**src/rtl/muldiv_pkg.sv**
```systemverilog
// Shared definitions for the iterative multiply/divide unit.
// Latency: n/a (types, constants and an elaboration-time helper only).
// Backpressure: n/a.
package muldiv_pkg;

  // Operation encodings as presented on the op port.
  typedef enum logic [1:0] {
    OP_MULT  = 2'b00,
    OP_MULTU = 2'b01,
    OP_DIV   = 2'b10,
    OP_DIVU  = 2'b11
  } op_e;

  // Sequencer states.
  typedef enum logic [1:0] {
    IDLE = 2'b00,
    RUN  = 2'b01,
    FIX  = 2'b10
  } state_e;

  // Ceiling log2, used to size the step counter so it can hold WIDTH.
  function automatic int clog2(input int value);
    int r;
    r = 0;
    while ((1 << r) < value) begin
      r = r + 1;
    end
    return r;
  endfunction

endpackage

```
**src/rtl/muldiv_unit_sign_mag_conv.sv**
```systemverilog
// Sign/magnitude converter: splits a two's-complement value into sign + magnitude, or negates on request.
// Latency: combinational, zero cycles.
// Backpressure: none; pure function of its inputs.
module sign_mag_conv #(
  parameter int WIDTH = 32
) (
  input  logic [WIDTH-1:0] din,
  input  logic             tc,
  input  logic             neg,
  output logic [WIDTH-1:0] mag,
  output logic             sgn
);

  // The sign only exists when the value is interpreted as two's complement.
  assign sgn = tc & din[WIDTH-1];

  // Negate either to strip a negative sign (operands) or to apply a result sign.
  assign mag = (sgn | neg) ? (~din + {{(WIDTH-1){1'b0}}, 1'b1}) : din;

endmodule

```
**src/rtl/muldiv_unit.sv**
```systemverilog
// Iterative MULT/MULTU/DIV/DIVU into HI/LO with MTHI/MTLO writes; one shift-add/shift-subtract step per cycle.
// Latency: start sampled at edge N gives a one-cycle done after edge N+WIDTH+1; busy for WIDTH+1 cycles.
// Backpressure: start and MTHI/MTLO are ignored while busy; no queueing, the control unit stalls on busy.
module muldiv_unit
  import muldiv_pkg::*;
#(
  parameter int WIDTH = 32
) (
  input  logic             clk,
  input  logic             rst,
  input  logic             start,
  input  logic [1:0]       op,
  input  logic [WIDTH-1:0] a,
  input  logic [WIDTH-1:0] b,
  input  logic             mthi,
  input  logic             mtlo,
  input  logic [WIDTH-1:0] wdata,
  output logic             busy,
  output logic             done,
  output logic             div_by_zero,
  output logic [WIDTH-1:0] hi,
  output logic [WIDTH-1:0] lo
);

  localparam int CW = clog2(WIDTH + 1);

  state_e             state;
  state_e             state_nxt;
  op_e                op_q;
  logic               a_sgn_q;
  logic               b_sgn_q;
  // Multiplicand for multiplies, divisor for divides.
  logic [WIDTH-1:0]   opnd_q;
  // {partial product, multiplier} or {remainder, dividend/quotient}.
  logic [2*WIDTH-1:0] sr_q;
  logic [CW-1:0]      cnt_q;

  logic               signed_op;
  logic               a_sgn;
  logic               b_sgn;
  logic [WIDTH-1:0]   a_mag;
  logic [WIDTH-1:0]   b_mag;

  logic               is_div_q;
  logic               prod_neg;
  logic               quo_neg;
  logic               rem_neg;
  logic [2*WIDTH-1:0] prod_res;
  logic [WIDTH-1:0]   quo_res;
  logic [WIDTH-1:0]   rem_res;
  logic [2:0]         res_sgn_unused;

  logic [WIDTH:0]     add_x;
  logic [WIDTH:0]     add_y;
  logic [WIDTH:0]     add_s;
  logic [2*WIDTH-1:0] sr_step;

  assign busy      = (state != IDLE);
  assign signed_op = ~op[0];
  assign is_div_q  = (op_q == OP_DIV) || (op_q == OP_DIVU);

  // Result signs: product and quotient follow sign(a)^sign(b), remainder follows the dividend.
  assign prod_neg = (op_q == OP_MULT) & (a_sgn_q ^ b_sgn_q);
  assign quo_neg  = (op_q == OP_DIV) & (a_sgn_q ^ b_sgn_q);
  assign rem_neg  = (op_q == OP_DIV) & a_sgn_q;

  sign_mag_conv #(.WIDTH(WIDTH)) u_conv_a (
    .din (a),
    .tc  (signed_op),
    .neg (1'b0),
    .mag (a_mag),
    .sgn (a_sgn)
  );

  sign_mag_conv #(.WIDTH(WIDTH)) u_conv_b (
    .din (b),
    .tc  (signed_op),
    .neg (1'b0),
    .mag (b_mag),
    .sgn (b_sgn)
  );

  sign_mag_conv #(.WIDTH(2*WIDTH)) u_conv_prod (
    .din (sr_q),
    .tc  (1'b0),
    .neg (prod_neg),
    .mag (prod_res),
    .sgn (res_sgn_unused[0])
  );

  sign_mag_conv #(.WIDTH(WIDTH)) u_conv_quo (
    .din (sr_q[WIDTH-1:0]),
    .tc  (1'b0),
    .neg (quo_neg),
    .mag (quo_res),
    .sgn (res_sgn_unused[1])
  );

  sign_mag_conv #(.WIDTH(WIDTH)) u_conv_rem (
    .din (sr_q[2*WIDTH-1:WIDTH]),
    .tc  (1'b0),
    .neg (rem_neg),
    .mag (rem_res),
    .sgn (res_sgn_unused[2])
  );

  // One iteration: shared WIDTH+1-bit adder adds the multiplicand or subtracts the divisor.
  always_comb begin
    add_x   = '0;
    add_y   = {1'b0, opnd_q};
    add_s   = '0;
    sr_step = sr_q;
    if (is_div_q) begin
      // Trial subtract from {remainder, next dividend bit}; MSB of the difference is the borrow.
      add_x = sr_q[2*WIDTH-1:WIDTH-1];
      add_s = add_x - add_y;
      if (!add_s[WIDTH]) begin
        sr_step = {add_s[WIDTH-1:0], sr_q[WIDTH-2:0], 1'b1};
      end else begin
        sr_step = {sr_q[2*WIDTH-2:0], 1'b0};
      end
    end else begin
      // Add multiplicand when the current multiplier bit is set, then shift right with carry.
      add_x = {1'b0, sr_q[2*WIDTH-1:WIDTH]};
      add_s = add_x + add_y;
      if (sr_q[0]) begin
        sr_step = {add_s, sr_q[WIDTH-1:1]};
      end else begin
        sr_step = {1'b0, sr_q[2*WIDTH-1:1]};
      end
    end
  end

  // State register.
  always_ff @(posedge clk) begin
    if (rst) begin
      state <= IDLE;
    end else begin
      state <= state_nxt;
    end
  end

  // Next state: launch on start, run WIDTH steps, one fix-up cycle, back to idle.
  always_comb begin
    state_nxt = state;
    case (state)
      IDLE:    if (start) state_nxt = RUN;
      RUN:     if (cnt_q == CW'(1)) state_nxt = FIX;
      FIX:     state_nxt = IDLE;
      default: state_nxt = IDLE;
    endcase
  end

  // Datapath and architectural HI/LO: latch operands, iterate, then commit results.
  always_ff @(posedge clk) begin
    if (rst) begin
      op_q        <= OP_MULT;
      a_sgn_q     <= 1'b0;
      b_sgn_q     <= 1'b0;
      opnd_q      <= '0;
      sr_q        <= '0;
      cnt_q       <= '0;
      hi          <= '0;
      lo          <= '0;
      done        <= 1'b0;
      div_by_zero <= 1'b0;
    end else begin
      done        <= 1'b0;
      div_by_zero <= 1'b0;
      case (state)
        IDLE: begin
          // MT writes land even alongside an accepted start; the op result overwrites later.
          if (mthi) hi <= wdata;
          if (mtlo) lo <= wdata;
          if (start) begin
            op_q    <= op_e'(op);
            a_sgn_q <= a_sgn;
            b_sgn_q <= b_sgn;
            cnt_q   <= CW'(WIDTH);
            if (op[1]) begin
              opnd_q <= b_mag;
              sr_q   <= {{WIDTH{1'b0}}, a_mag};
            end else begin
              opnd_q <= a_mag;
              sr_q   <= {{WIDTH{1'b0}}, b_mag};
            end
          end
        end
        RUN: begin
          sr_q  <= sr_step;
          cnt_q <= cnt_q - CW'(1);
        end
        FIX: begin
          done <= 1'b1;
          if (is_div_q) begin
            // Divide by zero still takes full latency but leaves HI/LO untouched.
            if (opnd_q == '0) begin
              div_by_zero <= 1'b1;
            end else begin
              hi <= rem_res;
              lo <= quo_res;
            end
          end else begin
            hi <= prod_res[2*WIDTH-1:WIDTH];
            lo <= prod_res[WIDTH-1:0];
          end
        end
        default: ;
      endcase
    end
  end

endmodule

```
**config.mk**
```make
export PLATFORM = sky130hd
export DESIGN_NAME = muldiv_unit
export DESIGN_NICKNAME = d
export VERILOG_FILES = /design/src/rtl/muldiv_pkg.sv /design/src/rtl/muldiv_unit_sign_mag_conv.sv /design/src/rtl/muldiv_unit.sv
export SDC_FILE = /design/constraint.sdc
export NUM_CORES = 1
export LEC_CHECK = 0
export ABC_AREA = 0
export CAP_MARGIN = 0
export CORE_AREA = 5 5 204 206
export DETAILED_ROUTE_END_ITERATION = 12
export DIE_AREA = 0 0 209 211
export GPL_TIMING_DRIVEN = 0
export PLACE_DENSITY = 0.7
export SLEW_MARGIN = 20
export SYNTH_ARGS = -nofsm -noshare
export SYNTH_HDL_FRONTEND = slang
export SYNTH_HIERARCHICAL = 1
export SYNTH_SLANG_ARGS = --single-unit
```
**constraint.sdc**
```tcl
create_clock -name clk -period 4.3 [get_ports clk]
set_input_delay 0.43 -clock clk [delete_from_list [all_inputs] [get_ports clk]]
set_output_delay 0.43 -clock clk [all_outputs]
set_load 0.01 [all_outputs]
```
==> flow_summary.rst, run 1 <==
.. list-table::
   :header-rows: 1

   * - Metric
     - Value
   * - Outcome
     - finished clean
   * - WHS
     - between 0.4 and 0.5 ns
   * - Library cell occupying the most area in the post-synthesis netlist
     - dfxtp_1
   * - Top cell family by delay on the critical path
     - buffers and inverters
   * - Final Max Slew Viols
     - 0
   * - CTS Buf Count
     - 17
   * - Final period utilization
     - roughly 97%
   * - Endpoints failing hold
     - 0
   * - Worst slew slack as a fraction of its limit
     - between 30% and 40%
   * - Top_reg_cell synth
     - dfxtp_1
   * - Pin count of the biggest net entering global routing
     - 17
   * - Number of stages on the worst hold path
     - 2
   * - Fin nets
     - between 2k and 3k
   * - Area growth from synthesis to layout
     - 17.05%
   * - Maximum ir drop on the vdd rail
     - ~0.00030 V
   * - Count of flip-flops with a built-in enable after synthesis
     - 0
   * - Top Ports
     - 170
   * - Share of layout cells above drive strength 1
     - roughly 5.7%
   * - Clock group share of total power
     - a little over a quarter
   * - Average cell area after synthesis
     - 7.752 um^2
   * - Pin slew with the least headroom to its limit
     - 0.9846 ns
   * - Highest clock rate
     - roughly 0.24 GHz
   * - Leakage
     - 7.767 nW
   * - Sum of routed wire length over all layers
     - between 60000 and 70000 um
   * - Violation count after the first detailed-route iteration
     - 1796
   * - Worst setup path category
     - reg2reg
   * - Filler cell count
     - around 3.8k
   * - Netlist Area Pre-Place
     - about 18000 um^2
   * - Final core utilization
     - 52.04%
   * - Clock root buffer
     - clkbuf_16
   * - Number of levels in the clock H-tree
     - 4
   * - Post-layout worst setup margin
     - 0.1297 ns
   * - Fraction of the yosys area taken by sequential cells
     - between 10% and 20%
   * - HPWL after detailed placement
     - 53510 um
   * - Routability congestion estimate from global placement
     - about 1.0
   * - Clock tree from TritonCTS
     - done
   * - Critical-path cell with the highest stage delay
     - clkbuf_1
   * - Launch instance of the worst min-delay path
     - b_sgn_q
   * - FF+latch count, synth
     - 174
   * - Number of global-route vias before repair
     - approximately 18k
   * - Fraction of synthesis flops using an asynchronous set or reset pin
     - 0%
   * - Routed wirelength normalized by instance count
     - roughly 22 um
   * - Worst setup startpoint
     - op_q[1]
   * - Yosys warning total
     - 6
   * - Power density over cell area
     - around 300 nW/um^2
   * - Clock-pin slew of the registers on the worst-case setup and hold paths
     - 0.07 ns
   * - Post-synth cell types
     - 88
   * - Internal
     - 3.703 mW
   * - Setup Slack @ Placement
     - -0.3192 ns
   * - Cell Count, Final, Fillers Out
     - 2998
   * - Crit path time final
     - approximately 4.2 ns
   * - Worst min-delay path category
     - reg2reg
   * - Antenna Diode Count
     - 0
   * - Synthesized-area fraction occupied by ao, oa, aoi and oai cells
     - approximately 29%
   * - Portion of netlist area occupied by mux cells
     - slightly above 10%
   * - Most frequent cell after synthesis
     - nor2_1
   * - Number of post-CTS setup repair buffers
     - 0
   * - Clock Skew
     - approximately 0.015 ns
   * - Switching Fraction
     - between 40% and 50%
   * - Crit path DAT
     - 4.50 ns
   * - Clock latency at the later pin of the worst-skew pair
     - ~0.46 ns
   * - Sequential cell fraction of total power
     - between 30% and 40%
   * - Placeable core region
     - ~39000 um^2
   * - Placed cell count
     - a little under 3k
   * - Crit path max fanout
     - 10
   * - Crit path buf inv count
     - 5
   * - Quantity of I/O buffers inserted on ports
     - 167
   * - DRC
     - 0
   * - Initial core utilization
     - about 44%
   * - Max capacitance violation total
     - 0
   * - Largest buffer count on any clock path
     - 2
   * - Number of antenna violations at the first check in global routing
     - 0
   * - Sort of element at the end of the critical path
     - register
   * - Overflow left after global routing
     - 0
   * - Cell types with the highest counts after synthesis
     - nor2_1, a211oi_1, dfxtp_1, mux2i_1, a21oi_1
   * - Xor-xnor portion of the synthesized cell area
     - between 10% and 20%
   * - Setup repair after global routing missed its margin
     - false
   * - Die H
     - 211 um
   * - Post-route setup TNS
     - 0 ns
   * - Total Routing Usage GR
     - about 29%
   * - Power after layout
     - ~6.3 mW
   * - Number of routed nets with antenna violations
     - 0
   * - Worst endpoint required time
     - about 4.6 ns
   * - Die Area
     - roughly 44000 um^2
   * - Simple-gate area share of the yosys netlist
     - about 20%
   * - Cell area after layout
     - between 20000 and 25000 um^2
   * - Instance area at placement
     - 19920 um^2
   * - Adder-cell share of the synthesized area
     - 5.292%
   * - Total iterations of the first detailed-routing run
     - 6
   * - Via density per instance
     - approximately 6.4
   * - Std-Cell Rows
     - between 70 and 80
   * - Vias after detailed routing
     - about 19k
   * - Startpoint type of the worst setup path
     - register
   * - CP peak stage delay
     - a little under 0.6 ns
   * - Synthesized netlist cell count
     - 2263
   * - Number of setup violations in the final report
     - 0
   * - Worst r2r src
     - op_q[1]
   * - Main combinational cell family by area after synthesis
     - compound AO/OA/AOI/OAI gates
   * - Power share of the combinational group
     - between 40% and 50%
   * - Critical path, cell by cell
     - clkbuf_1 > clkbuf_2 > clkbuf_2 > buf_2 > nor3_1 > nor2_2 > clkbuf_1 > nor2_1 > xor2_1 > mux2i_1 > a211oi_1 > a21oi_1 > nor2_1
   * - Power dissipated by switching net loads
     - 2.646 mW
   * - Top cells by area in the synthesized netlist
     - dfxtp_1, mux2i_1, a211oi_1, nor2_1, xnor2_1
   * - CTS Sinks
     - 174
   * - Number of gates on the worst path with buffers counted
     - 13
   * - Worst R2R Path Depth
     - 13
   * - X dimension of the die
     - between 200 and 250 um
   * - Wire length of the first global-routing pass
     - between 100000 and 150000 um
   * - Share of the synthesized area in the top cell type
     - about a fifth
-- timing repair --
| item | 4_1_cts | 5_1_grt |
|---|---|---|
| resized for setup | 4 | 7 |
| hold buffers | 0 | 0 |
| setup endpoints to repair | 30 | 35 |
-- logic make-up after synthesis --
logic type | Yosys count
buffers and inverters | 224
other | 1
AND/OR/NAND/NOR | 679
AO/OA/AOI/OAI | 711
adder cells (fa/ha/maj) | 73
flip-flops | 174
XOR/XNOR | 223
multiplexers | 178
-- state kept, by name (all words and copies together), names as in the netlist --
signal and cells:
a_sgn_q 1, b_sgn_q 1, cnt_q 6, div_by_zero 1, done 1, hi 32, lo 32, op_q 2
opnd_q 32, sr_q 64, state 2
-- worst register-to-register path: cells and delay by family (launching register included) --
| family | cells | cell delay (ns) |
|---|---|---|
| XOR/XNOR | 1 | 0.16 |
| buffers and inverters | 5 | 2.04 |
| AO/OA/AOI/OAI | 2 | 0.30 |
| multiplexers | 1 | 0.44 |
| flip-flops | 1 | 0.31 |
| AND/OR/NAND/NOR | 4 | 0.81 |
-- path summary, 6_finish.rpt --
kind,endpoint,slack [ns]
hold / removal,b_sgn_q,0.48
setup / recovery,lo[2],0.13
setup reg to reg,lo[2],0.13
hold reg to reg,b_sgn_q,0.48
-- cell type report --
| cell class | instances | area, um^2 | area share [%] |
|---|---|---|---|
| clock buffers | 19 | 432.9 | 2.108 |
| plain buffers | 155 | 663.1 | 3.229 |
| well taps | 525 | 656.9 | 3.199 |
| inverters | 69 | 259.0 | 1.261 |
| repair buffers | 167 | 1672 | 8.140 |
| multi-input cells | 1877 | 13200 | 64.29 |
| clock inverters | 12 | 163.9 | 0.7982 |
| flip-flops and latches | 174 | 3485 | 16.97 |
-- metal layers --
layer | global-route usage [%] | up-vias | part of all wire, %
li1 | - | 8884 | -
met1 | 39.11 | 9083 | 42
met2 | 47.00 | 961 | 45
met3 | 4.693 | 150 | 8.3
met4 | 11.66 | 0 | 4.0
met5 | 0 | - | 0
-- power groups by stage --
stage / registers (mW) / logic [mW] / clock network [mW]
2_1_floorplan: 1.96 / 1.76 / 0
3_3_place_gp: 2.06 / 2.53 / 0
3_5_place_dp: 2.06 / 2.57 / 0
4_1_cts: 2.02 / 2.58 / 1.66
5_1_grt: 2.05 / 2.84 / 1.72
6_report: 2.04 / 2.64 / 1.67
-- cells in the final DEF, fill, tap and decap left out, drive strengths merged, types with 37 or more instances in the layout --
master	instances
a31oi	38
clkdlybuf4s50	167
inv	69
xor2	103
nor2	280
nand3	37
clkbuf	122
nor4	46
buf	52
ha	71
a21oi	168
nor3	57
dfxtp	174
o21ai	90
nand2	94
a211oi	178
xnor2	120
mux2i	174
Note: power is estimated with default switching activity, not from simulation.
==> run 2: changes to the inputs <==
CTS_CLUSTER_SIZE = 30   (was default)
MAX_ROUTING_LAYER = met4   (was default)
SETUP_SLACK_MARGIN = 0.15   (was default)
==> run 2 against run 1 <==
Final area hardly changed. Total power grew 0.32%. Clock skew grew 0.0037 ns. Hold slack improved by 0.0093 ns. Flip-flop and latch count did not move. Largest cell class unchanged. Highest routed layer unchanged.
==> flow_summary.rst, run 2 (same netlist as run 1, synthesis figures left out) <==
.. list-table::
   :header-rows: 1

   * - Metric
     - Value
   * - Outcome
     - finished clean
   * - Most frequent standard cell in the layout excluding fill and tap cells
     - nor2_1
   * - Worst min-delay path category
     - reg2reg
   * - Area growth from synthesis to layout
     - 17.09%
   * - CTS Sinks
     - between 150 and 200
   * - Top sig layer
     - met4
   * - Largest buffer count on any clock path
     - 2
   * - Worst endpoint required time
     - approximately 4.7 ns
   * - Max capacitance violation total
     - 0
   * - Pin count of the biggest net entering global routing
     - 17
   * - Routed wirelength normalized by instance count
     - 23.14 um
   * - Wire length of the first global-routing pass
     - 105200 um
   * - HPWL after detailed placement
     - roughly 55000 um
   * - Die Area
     - approximately 44000 um^2
   * - CP peak stage delay
     - ~0.54 ns
   * - Number of global-route vias before repair
     - roughly 18k
   * - Std-Cell Rows
     - 73
   * - Placed cell count
     - 2967
   * - Vias after detailed routing
     - between 15k and 20k
   * - Worst setup path category
     - reg2reg
   * - Clock tree from TritonCTS
     - done
   * - Leakage
     - roughly 7.8 nW
   * - Initial core utilization
     - approximately 44%
   * - Most frequent cells in the layout
     - nor2_1, a211oi_1, mux2i_1, dfxtp_1
   * - Power density over cell area
     - approximately 310 nW/um^2
   * - Final Max Slew Viols
     - 0
   * - Overflow left after global routing
     - 0
   * - Endpoints failing hold
     - 0
   * - Number of flip-flops in the largest register
     - 64
   * - Total Routing Usage GR
     - between 30 and 40%
   * - CTS Buf Count
     - 17
   * - X dimension of the die
     - 209 um
   * - Number of routed nets with antenna violations
     - 0
   * - DRC
     - 0
   * - Final period utilization
     - 95.11%
   * - Placeable core region
     - between 30000 and 40000 um^2
   * - Met2 WL post-DR
     - slightly above 30000 um
   * - Clock root buffer
     - clkbuf_16
   * - Share of layout cells above drive strength 1
     - between 5 and 6%
   * - Via density per instance
     - between 6 and 7
   * - Antenna Diode Count
     - 0
   * - Maximum ir drop on the vdd rail
     - 0.0002907 V
   * - Die H
     - 211 um
   * - WL met1
     - between 20000 and 30000 um
   * - Instance area at placement
     - 19920 um^2
   * - Crit path time final
     - 4.090 ns
   * - Number of levels in the clock H-tree
     - 4
   * - Sort of element at the end of the critical path
     - register
   * - Total iterations of the first detailed-routing run
     - 6
   * - Pin slew with the least headroom to its limit
     - roughly 1.0 ns
   * - Top Ports
     - 170
   * - Clock Skew
     - between 0.015 and 0.02 ns
   * - Worst slew slack as a fraction of its limit
     - 32.46%
   * - Clock-pin slew of the registers on the worst-case setup and hold paths
     - 0.07 ns
   * - Cell Count, Final, Fillers Out
     - 2999
   * - Met3 routed wirelength
     - about 6400 um
   * - Number of setup violations in the final report
     - 0
   * - Crit path DAT
     - between 4 and 5 ns
   * - Cell area after layout
     - just over 20000 um^2
   * - Highest clock rate
     - 0.2445 GHz
   * - Routability congestion estimate from global placement
     - 1.022
   * - Sum of routed wire length over all layers
     - 69400 um
   * - Number of antenna violations at the first check in global routing
     - 0
   * - Setup repair after global routing missed its margin
     - true
   * - Critical-path cell with the highest stage delay
     - dfxtp_2
   * - Crit path max fanout
     - 10
   * - Quantity of I/O buffers inserted on ports
     - 167
   * - Critical path, cell by cell
     - inv_1 > ha_1 > fa_1 > nand2b_1 > a21oi_1 > o41ai_4 > o21a_1 > a2111oi_2 > or3_1 > buf_6 > buf_6 > mux2i_1 > a21oi_1 > a22o_1
   * - Startpoint type of the worst setup path
     - register
   * - Clock latency at the later pin of the worst-skew pair
     - 0.47 ns
   * - Violation count after the first detailed-route iteration
     - 1931
   * - Fin nets
     - approximately 2.6k
   * - Register bank with the most flops
     - sr_q
==> run 2: cell types whose count changed in the layout (fill, tap and decap cells not counted), sizes merged <==
cell	delta
clkinv	-2
buf	+1
bufinv	-1
clkbuf	+1
clkinvlp	+1
inv	+1
==> run 2: cell type report <==
class | instances | area [um^2]
fillers | 3805 | 18920
multi-input cells | 1877 | 13200
flip-flops and latches | 174 | 3485
repair buffers | 167 | 1672
plain buffers | 155 | 664.4
well taps | 525 | 656.9
clock buffers | 21 | 470.5
inverters | 69 | 259.0
clock inverters | 11 | 130.1
==> run 2: routing by layer <==
| metal | GRT usage [%] | vias to the layer above |
|---|---|---|
| met3 | 6.490 | 159 |
| met5 | - | - |
| met1 | 40.05 | 9113 |
| met4 | 11.70 | 0 |
| met2 | 47.11 | 906 |
| li1 | - | 8876 |
==> run 2: where the power goes <==
part / switching [mW] / internal, mW / total [mW]
Combinational: 1.63 / 1.04 / 2.67
Sequential: 0.303 / 1.74 / 2.05
Clock: 0.742 / 0.908 / 1.65
Total: 2.67 / 3.69 / 6.37
==> run 2: worst paths after layout <==
| path | endpoint | cells after the start | slack [ns] | from |
|---|---|---|---|---|
| setup / recovery | sr_q[49] | 14 | 0.21 | sr_q[31] |
| hold / removal | b_sgn_q | 2 | 0.48 | b_sgn_q |
| setup reg to reg | sr_q[49] | 14 | 0.21 | sr_q[31] |
| hold reg to reg | b_sgn_q | 2 | 0.48 | b_sgn_q |
==> run 2: worst max-delay path: cells and delay by family, from the launching register on <==
kind | cells | cell delay (ns)
flip-flops | 1 | 0.54
adder cells (fa/ha/maj) | 2 | 0.66
AO/OA/AOI/OAI | 6 | 1.62
buffers and inverters | 3 | 0.50
AND/OR/NAND/NOR | 2 | 0.37
multiplexers | 1 | 0.30
==> run 2: per-stage QoR <==
| step | utilization (%) | hold slack [ns] | worst slack, ns | power [mW] | TNS (ns) |
|---|---|---|---|---|---|
| 5_1_grt | 52.06 | 0.5063 | 0.1203 | 6.652 | 0 |
| 6_report | 52.06 | 0.4846 | 0.2102 | 6.369 | 0 |
| 4_1_cts | 52.03 | 0.4795 | 0.1530 | 6.289 | 0 |
| 3_5_place_dp | 50.48 | 0.4707 | -0.2131 | 4.656 | -2.508 |
| 2_1_floorplan | - | 0.4488 | 1.075 | 3.722 | 0 |
| 3_3_place_gp | 50.48 | 0.4637 | -0.1686 | 4.615 | -1.425 |
==> run 2: repair_timing <==
action	in CTS	in global routing
resized for setup	7	7
hold buffers	0	0
endpoints found under the setup margin	43	17
buffers inserted	0	0
